**config.mk**
```make
export PLATFORM = sky130hd
export DESIGN_NAME = sram_fifo
export DESIGN_NICKNAME = d
export VERILOG_FILES = /design/src/rtl/sram_fifo_pkg.sv /design/src/rtl/sram1w1r.sv /design/src/rtl/sram_fifo.sv
export SDC_FILE = /design/constraint.sdc
export NUM_CORES = 1
export LEC_CHECK = 0
export ABC_CLOCK_PERIOD_IN_PS = 5700
export BUFFER_PORTS_ARGS = -buffer_cell sky130_fd_sc_hd__buf_2
export CAP_MARGIN = 20
export CELL_PAD_IN_SITES_DETAIL_PLACEMENT = 1
export CELL_PAD_IN_SITES_GLOBAL_PLACEMENT = 1
export CORE_MARGIN = 2
export CORE_UTILIZATION = 55
export CTS_BUF_LIST = sky130_fd_sc_hd__clkbuf_4
export CTS_CLUSTER_DIAMETER = 30
export DETAILED_ROUTE_END_ITERATION = 8
export PLACE_DENSITY_LB_ADDON = 0.1
export SLEW_MARGIN = 20
export SYNTH_ARGS = -nofsm -noshare
export SYNTH_HDL_FRONTEND = slang
export SYNTH_SLANG_ARGS = --single-unit
```
**constraint.sdc**
```tcl
create_clock -name clk -period 5.7 [get_ports clk]
set_input_delay 0.285 -clock clk [delete_from_list [all_inputs] [get_ports clk]]
set_output_delay 0.285 -clock clk [all_outputs]
set_load 0.01 [all_outputs]
```
**src/rtl/sram_fifo_pkg.sv**
```systemverilog
// Shared defaults for the SRAM-backed FIFO.
package sram_fifo_pkg;
    localparam int FIFO_WIDTH_DEF = 32;
    localparam int FIFO_SIZE_DEF  = 8;
endpackage

```
**src/rtl/sram1w1r.sv**
```systemverilog
// One-write one-read SRAM with registered read data.
// A same-address write/read pair returns the new write data.
module sram1w1r #(
    parameter int SETS_NUM   = 8,
    parameter int DATA_WIDTH = 32,
    localparam int AW = $clog2(SETS_NUM)
) (
    input  logic                  clk,
    input  logic                  read_en,
    input  logic [AW-1:0]         read_addr,
    output logic [DATA_WIDTH-1:0] read_data,
    input  logic                  write_en,
    input  logic [AW-1:0]         write_addr,
    input  logic [DATA_WIDTH-1:0] write_data
);
    logic [DATA_WIDTH-1:0] mem [SETS_NUM];

    always_ff @(posedge clk) begin
        if (write_en)
            mem[write_addr] <= write_data;
        if (read_en)
            read_data <= (write_en && write_addr == read_addr)
                ? write_data : mem[read_addr];
    end
endmodule

```
**src/rtl/sram_fifo.sv**
```systemverilog
// Show-ahead FIFO over a 1w1r SRAM; the head entry is held in the
// SRAM read register so dequeues stream without bubbles.
module sram_fifo
    import sram_fifo_pkg::*;
#(
    parameter int WIDTH                  = FIFO_WIDTH_DEF,
    parameter int SIZE                   = FIFO_SIZE_DEF,
    parameter int ALMOST_FULL_THRESHOLD  = SIZE,
    parameter int ALMOST_EMPTY_THRESHOLD = 1
) (
    input  logic             clk,
    input  logic             reset,
    input  logic             flush,
    input  logic             enqueue_en,
    input  logic [WIDTH-1:0] enqueue_value,
    output logic             full,
    output logic             almost_full,
    input  logic             dequeue_en,
    output logic [WIDTH-1:0] dequeue_value,
    output logic             empty,
    output logic             almost_empty
);
    localparam int AW = $clog2(SIZE);
    localparam int CW = AW + 1;

    logic [AW-1:0] wr_ptr;
    logic [AW-1:0] rd_ptr;
    logic [CW-1:0] sram_count;
    logic [CW-1:0] count;
    logic [CW-1:0] avail;
    logic          head_valid;
    logic          push;
    logic          pop;
    logic          read_issue;

    assign count        = sram_count + CW'(head_valid);
    assign full         = count == CW'(SIZE);
    assign empty        = count == '0;
    assign almost_full  = 32'(count) >= ALMOST_FULL_THRESHOLD;
    assign almost_empty = 32'(count) <= ALMOST_EMPTY_THRESHOLD;

    assign push = enqueue_en & ~full;
    assign pop  = dequeue_en & ~empty;

    // Refill the head register whenever it is free or being consumed.
    assign avail      = sram_count + CW'(push);
    assign read_issue = (avail != '0) && (!head_valid || pop);

    always_ff @(posedge clk or posedge reset) begin
        if (reset) begin
            wr_ptr     <= '0;
            rd_ptr     <= '0;
            sram_count <= '0;
            head_valid <= 1'b0;
        end else if (flush) begin
            wr_ptr     <= '0;
            rd_ptr     <= '0;
            sram_count <= '0;
            head_valid <= 1'b0;
        end else begin
            if (push)
                wr_ptr <= wr_ptr + 1'b1;
            if (read_issue)
                rd_ptr <= rd_ptr + 1'b1;
            sram_count <= avail - CW'(read_issue);
            if (read_issue)
                head_valid <= 1'b1;
            else if (pop)
                head_valid <= 1'b0;
        end
    end

    sram1w1r #(
        .SETS_NUM   (SIZE),
        .DATA_WIDTH (WIDTH)
    ) u_sram (
        .clk        (clk),
        .read_en    (read_issue & ~flush),
        .read_addr  (rd_ptr),
        .read_data  (dequeue_value),
        .write_en   (push & ~flush),
        .write_addr (wr_ptr),
        .write_data (enqueue_value)
    );

`ifndef SYNTHESIS
    always @(posedge clk) begin
        if (!reset) begin
            assert (!(enqueue_en && full))
                else $warning("sram_fifo: enqueue while full dropped");
            assert (!(dequeue_en && empty))
                else $warning("sram_fifo: dequeue while empty dropped");
        end
    end
`endif
endmodule
```
==> impl_metrics.toml, run 1 <==
[die]
dieArea_mm2 = 0.0226
start_util = 0.560
coreArea_mm2 = 0.0210
io_pins = 73
dieHeight_um = 150
rows = 53
die_w_um = 150

[detailed_routing]
drt_first_pass_iters = 4
drc = 0
drt_iter0_markers = 338
via_per_inst = 5.63
vias = 5999
wl_um = 24900
wl_per_cell_um = 23.4
antenna_left = 0

[timing]
slew_violations = 0
fmax_mhz = 236
finalSetupViolations = 0
setup_tns_ns = 0
skew_ns = 0.0417
final.period_utilization = 0.743
holdWs_ns = 0.0913
tightest_slew_ns = 1.02
rsz0062_at_grt = "no"
fin_crit_ns = 4.24
slew_headroom = 0.320
finalHoldViolations = 0

[yosys]
yosysWarningCount = 0
netlist_area_mm2 = 0.0118
synthFlopType = "edfxtp_1"
ys_seq_elements = 299
yosysSeqAreaShare = 0.758
async_flop_share = 0.0368
syn_nets = 607
synth_cell_type_count = 33
synthCells = 562
synth_edf_count = 288
syn_avg_cell_area_um2 = 20.9

[clock_tree]
tritoncts = "yes"
cts_root_buf = "clkbuf_4"
cts_buffer_depth = 3
cts_buffers = 77
cts.sinks = 299
post_cts_buffers = 0
post_cts_resized = 0
cts_max_level = 3
cts_hold_buf = 35
clk_pin_slew_ns = 0.06
clock_latency_ns = 0.67

[placement]
place_hpwl_um = 13700
gp_congestion = 0.719
port_buffers = 72

[job]
cap_violations = 0

[power]
worst_ir_drop_vdd_mv = 0.189
p_leak_nw = 4.68
power_mw = 5.89
p_per_area_mw_per_mm2 = 426

[run_status]
outcome = "finished clean"

[critical_path]
critPathLaunchType = "flip-flop"
crit_type = "reg2reg"
worstPathArrival_ns = 4.57
required_ns = 6.03
endpoint_kind = "flip-flop"
critPathMaxFanout = 18

[grt]
use_met3 = 0.0494
grt_pass1_vias = 6833
busiest_layer = "met2"
antenna_found_initial = 1
grt_pass1_wl_um = 38800
grt_max_degree = 67
use_met1 = 0.318
grt_use_total = 0.236
gr-usage-met2 = 0.378
grt_overflow = 0

[cells_and_area]
drive_gt1_frac = 0.401
fin_nets = 779
syn_to_final_growth_pct = 17.6
fin_util = 0.659

[hold_path]
hold_class = "in2reg"
## path summary, 6_finish.rpt
kind,startpoint,endpoint,slack (ns),cells past startpoint
worst max register to register,head_valid$_DFFE_PP0P_,u_sram.read_data[7]$_DFFE_PP_,1.46,13
max in group asynchronous,reset,rd_ptr[1]$_DFFE_PP0P_,5.16,3
worst min register to register,head_valid$_DFFE_PP0P_,head_valid$_DFFE_PP0P_,0.60,2
min in group asynchronous,reset,wr_ptr[1]$_DFFE_PP0P_,0.18,3
worst max-delay path,head_valid$_DFFE_PP0P_,u_sram.read_data[7]$_DFFE_PP_,1.46,13
worst min-delay path,enqueue_en,wr_ptr[2]$_DFFE_PP0P_,0.09,4
## registers in the layout (all words and copies together), names as in the netlist
register / flops
rd_ptr: 3
sram_count: 4
u_sram.read_data: 32
head_valid: 1
u_sram.mem: 256
wr_ptr: 3
## power breakdown
group	internal [mW]	switching [mW]	total, mW
clock network	1.04	0.848	1.89
logic	0.580	0.652	1.23
registers	2.65	0.128	2.78
## final cells by class
class,instances,area [um^2]
Clock inverter,29,224
Fill cell,1801,7180
Antenna cell,1,2.50
Timing Repair Buffer,122,823
Clock buffer,105,788
Multi-Input combinational cell,228,2710
Sequential cell,299,8930
Tap cell,275,344
Inverter,6,22.5
## metrics by stage
step | instances | area (um^2) | worst slack [ns]
global route | 1065 | 13800 | 1.13
floorplan | 562 | 11800 | 1.23
finish | 1065 | 13800 | 1.46
detailed placement | 895 | 12500 | 1.44
CTS | 1064 | 13800 | 1.42
global placement | 895 | 12500 | 1.58
## routing by layer
metal | vias to the layer above | part of all wire
met5 | - | 0
met4 | 0 | 0.022
met3 | 42 | 0.050
met2 | 189 | 0.51
met1 | 3105 | 0.42
li1 | 2663 | -
## synthesized netlist by cell type, drive strengths merged, types with 3 or more instances
library cell,instances,area share
a21oi,35,0.024
xor2,8,0.0066
nand2b,4,0.0021
nor2,49,0.016
nor3,4,0.0017
dfrtp,11,0.023
mux4,64,0.12
ha,8,0.0085
buf,16,0.011
nor2b,3,0.0016
clkbuf,13,0.0041
mux2i,34,0.029
edfxtp,288,0.73
inv,6,0.0019
## cell usage in the layout (no fill, tap or decap), types with 3 or more instances in the layout
master / netlist / final
mux4_2: 64 / 64
xor2_1: 7 / 7
a21oi_2: 29 / 29
edfxtp_1: 288 / 288
nand2b_1: 4 / 4
buf_2: 4 / 72
nor2_4: 0 / 6
inv_1: 5 / 5
mux2i_1: 34 / 34
clkinv_1: 0 / 17
dfrtp_1: 11 / 8
clkbuf_4: 0 / 105
buf_4: 7 / 15
nor2_1: 49 / 43
dlygate4sd3_1: 0 / 35
ha_1: 8 / 8
a21oi_1: 6 / 6
bufinv_16: 0 / 4
clkinv_2: 0 / 5
inv_2: 1 / 3
## logic make-up (layout without fill, tap and decap cells)
family	count (synthesis)	count (layout)	share of synthesized area
flip-flops	299	299	0.758
multiplexers	100	100	0.153
AND/OR/NAND/NOR	70	70	0.0265
AO/OA/AOI/OAI	40	40	0.0287
buffers and inverters	35	262	0.0170
XOR/XNOR	10	10	0.00808
adder cells (fa/ha/maj)	8	8	0.00850
other	0	1	0
## worst max-delay path, stage by stage (launching register included)
cell,delay [ns]
dfrtp_1,0.42
ha_1,0.22
ha_1,0.19
xor2_1,0.17
or3_1,0.46
o21ai_2,0.33
inv_1,0.08
ha_1,0.21
ha_1,0.20
xor2_1,0.26
nor4_1,0.14
a21oi_2,0.23
nor2b_4,0.60
buf_4,0.38
No activity file was read; power rests on OpenSTA's default activity.
==> run 2, diff against run 1 <==
ABC_CLOCK_PERIOD_IN_PS = 3770   (was 5700)
CORE_UTILIZATION = 50   (was 55)
clock period = 3.77 ns   (was 5.7 ns; I/O delays follow)
==> impl_metrics.toml, run 2 (same netlist as run 1, synthesis figures left out) <==
[timing]
finalHoldViolations = 0
fin_crit_ns = 3.54
slew_violations = 0
setup_tns_ns = 0
fmax_mhz = 282
slew_headroom = 0.510
rsz0062_at_grt = "no"
final.period_utilization = 0.939
finalSetupViolations = 0
skew_ns = 0.0456
tightest_slew_ns = 0.735

[clock_tree]
cts.sinks = 299
clock_latency_ns = 0.68
cts_buffer_depth = 3
cts_root_buf = "clkbuf_4"
tritoncts = "yes"
clk_pin_slew_ns = 0.06
cts_buffers = 79
post_cts_buffers = 0
cts_max_level = 3

[grt]
grt_pass1_vias = 6861
grt_max_degree = 47
grt_use_total = 0.210
grt_pass1_wl_um = 38400
antenna_found_initial = 1
grt_overflow = 0

[detailed_routing]
wl_um = 24500
drc = 0
vias = 6026
drt_first_pass_iters = 4
wl_per_cell_um = 21.8
antenna_left = 0
drt_iter0_markers = 343
via_per_inst = 5.36

[placement]
place_hpwl_um = 13400
port_buffers = 72
gp_congestion = 0.705

[cells_and_area]
layout_commonest_cell = "edfxtp_1"
fin_nets = 791
syn_to_final_growth_pct = 19.4
top_register = "u_sram.mem"
top_regs = "u_sram.mem (256), u_sram.read_data (32), sram_count (4)"
largest_register_ffs = 256
drive_gt1_frac = 0.402
fin_util = 0.604
final_cell_mix = "edfxtp_1, clkbuf_4, buf_2"

[die]
dieArea_mm2 = 0.0248
die_w_um = 157
start_util = 0.506
dieHeight_um = 157
coreArea_mm2 = 0.0233
rows = 56
io_pins = 73

[critical_path]
startpoint = "head_valid$_DFFE_PP0P_"
timing.rr.start = "head_valid$_DFFE_PP0P_"
endpoint_kind = "flip-flop"
crit_type = "reg2reg"
required_ns = 4.11
r2r-end = "u_sram.read_data[31]$_DFFE_PP_"
critPathLaunchType = "flip-flop"
worstPathArrival_ns = 3.88
rrSetupSlack_ns = 0.23
critPathMaxFanout = 10
r2r_cells = 14
crit_end = "u_sram.read_data[31]$_DFFE_PP_"

[run_status]
outcome = "finished clean"

[power]
pwr-share-clk = 0.315
p_per_area_mw_per_mm2 = 639
switching_share = 0.279
switchingPower_mw = 2.50
worst_ir_drop_vdd_mv = 0.306
p_int_mw = 6.48
sequentialPowerShare = 0.466
p_leak_nw = 4.73
combPwrFrac = 0.219

[job]
cap_violations = 0

[hold_path]
hold_class = "in2async"
-- run 2: cell types whose count changed in the layout (fill, tap and decap cells not counted), sizes merged --
cell	before	now
clkinvlp	1	0
buf	87	94
dlygate4sd3	35	38
clkbuf	105	107
inv	8	7
clkinv	22	29
bufinv	4	3
-- run 2: per-layer routing --
metal	global-route usage	up-vias	routed length, um
met1	0.278	3135	10700
met4	0.0857	0	479
met5	0	-	0
met3	0.0446	36	944
li1	-	2698	-
met2	0.343	157	12400
-- run 2: metrics by stage --
step | std cells | hold slack [ns] | cell area (um^2) | worst slack, ns | power, mW
after floorplan | 562 | 0.0409 | 11800 | 0.234 | 5.59
after global placement | 946 | 0.217 | 12600 | 0.245 | 6.15
after detailed placement | 946 | 0.226 | 12600 | 0.139 | 6.21
after CTS | 1124 | 0.0477 | 14000 | 0.109 | 9.12
after global routing | 1125 | 0.0939 | 14100 | 0.0250 | 9.48
final | 1125 | 0.0994 | 14100 | 0.230 | 8.98
-- run 2: repair_timing --
| action | 4_1_cts | 5_1_grt |
|---|---|---|
| hold endpoints to repair | 306 | 0 |
| resized for setup | 0 | 3 |
| hold buffers | 38 | 0 |
| endpoints found under the setup margin | 0 | 34 |
-- run 2: critical path, stage by stage, from the launching register on --
cell,delay (ns)
dfrtp_1,0.43
ha_1,0.22
ha_1,0.19
xor2_1,0.17
or3_1,0.38
o21ai_4,0.22
inv_1,0.09
ha_1,0.21
ha_1,0.21
xor2_2,0.23
nor4_2,0.06
buf_4,0.15
a21oi_2,0.22
nor2b_4,0.23
buf_4,0.23
-- run 2: layout make-up --
type | count | area [um^2]
Inverter | 6 | 22.5
Clock buffer | 107 | 803
Fill cell | 2116 | 9210
Tap cell | 319 | 399
Multi-Input combinational cell | 228 | 2750
Sequential cell | 299 | 8930
Antenna cell | 1 | 2.50
Clock inverter | 33 | 220
Timing Repair Buffer | 132 | 931
-- run 2: how the worst min path moves through the flow --
stage | cells past startpoint | slack (ns) | from | to
after floorplan | 1 | 0.04 | reset | head_valid$_DFFE_PP0P_
after global placement | 2 | 0.22 | reset | wr_ptr[2]$_DFFE_PP0P_
after detailed placement | 2 | 0.23 | reset | wr_ptr[2]$_DFFE_PP0P_
after CTS | 3 | 0.05 | reset | rd_ptr[0]$_DFFE_PP0P_
after global routing | 3 | 0.09 | reset | rd_ptr[0]$_DFFE_PP0P_
final | 3 | 0.1 | reset | rd_ptr[0]$_DFFE_PP0P_
-- run 2: power by group through the flow --
stage / sequential [mW] / combinational (mW) / clock [mW]
2_1_floorplan: 4.23 / 1.37 / 0
3_3_place_gp: 4.25 / 1.90 / 0
3_5_place_dp: 4.25 / 1.95 / 0
4_1_cts: 4.19 / 2.00 / 2.93
5_1_grt: 4.22 / 2.17 / 3.09
6_report: 4.18 / 1.97 / 2.83
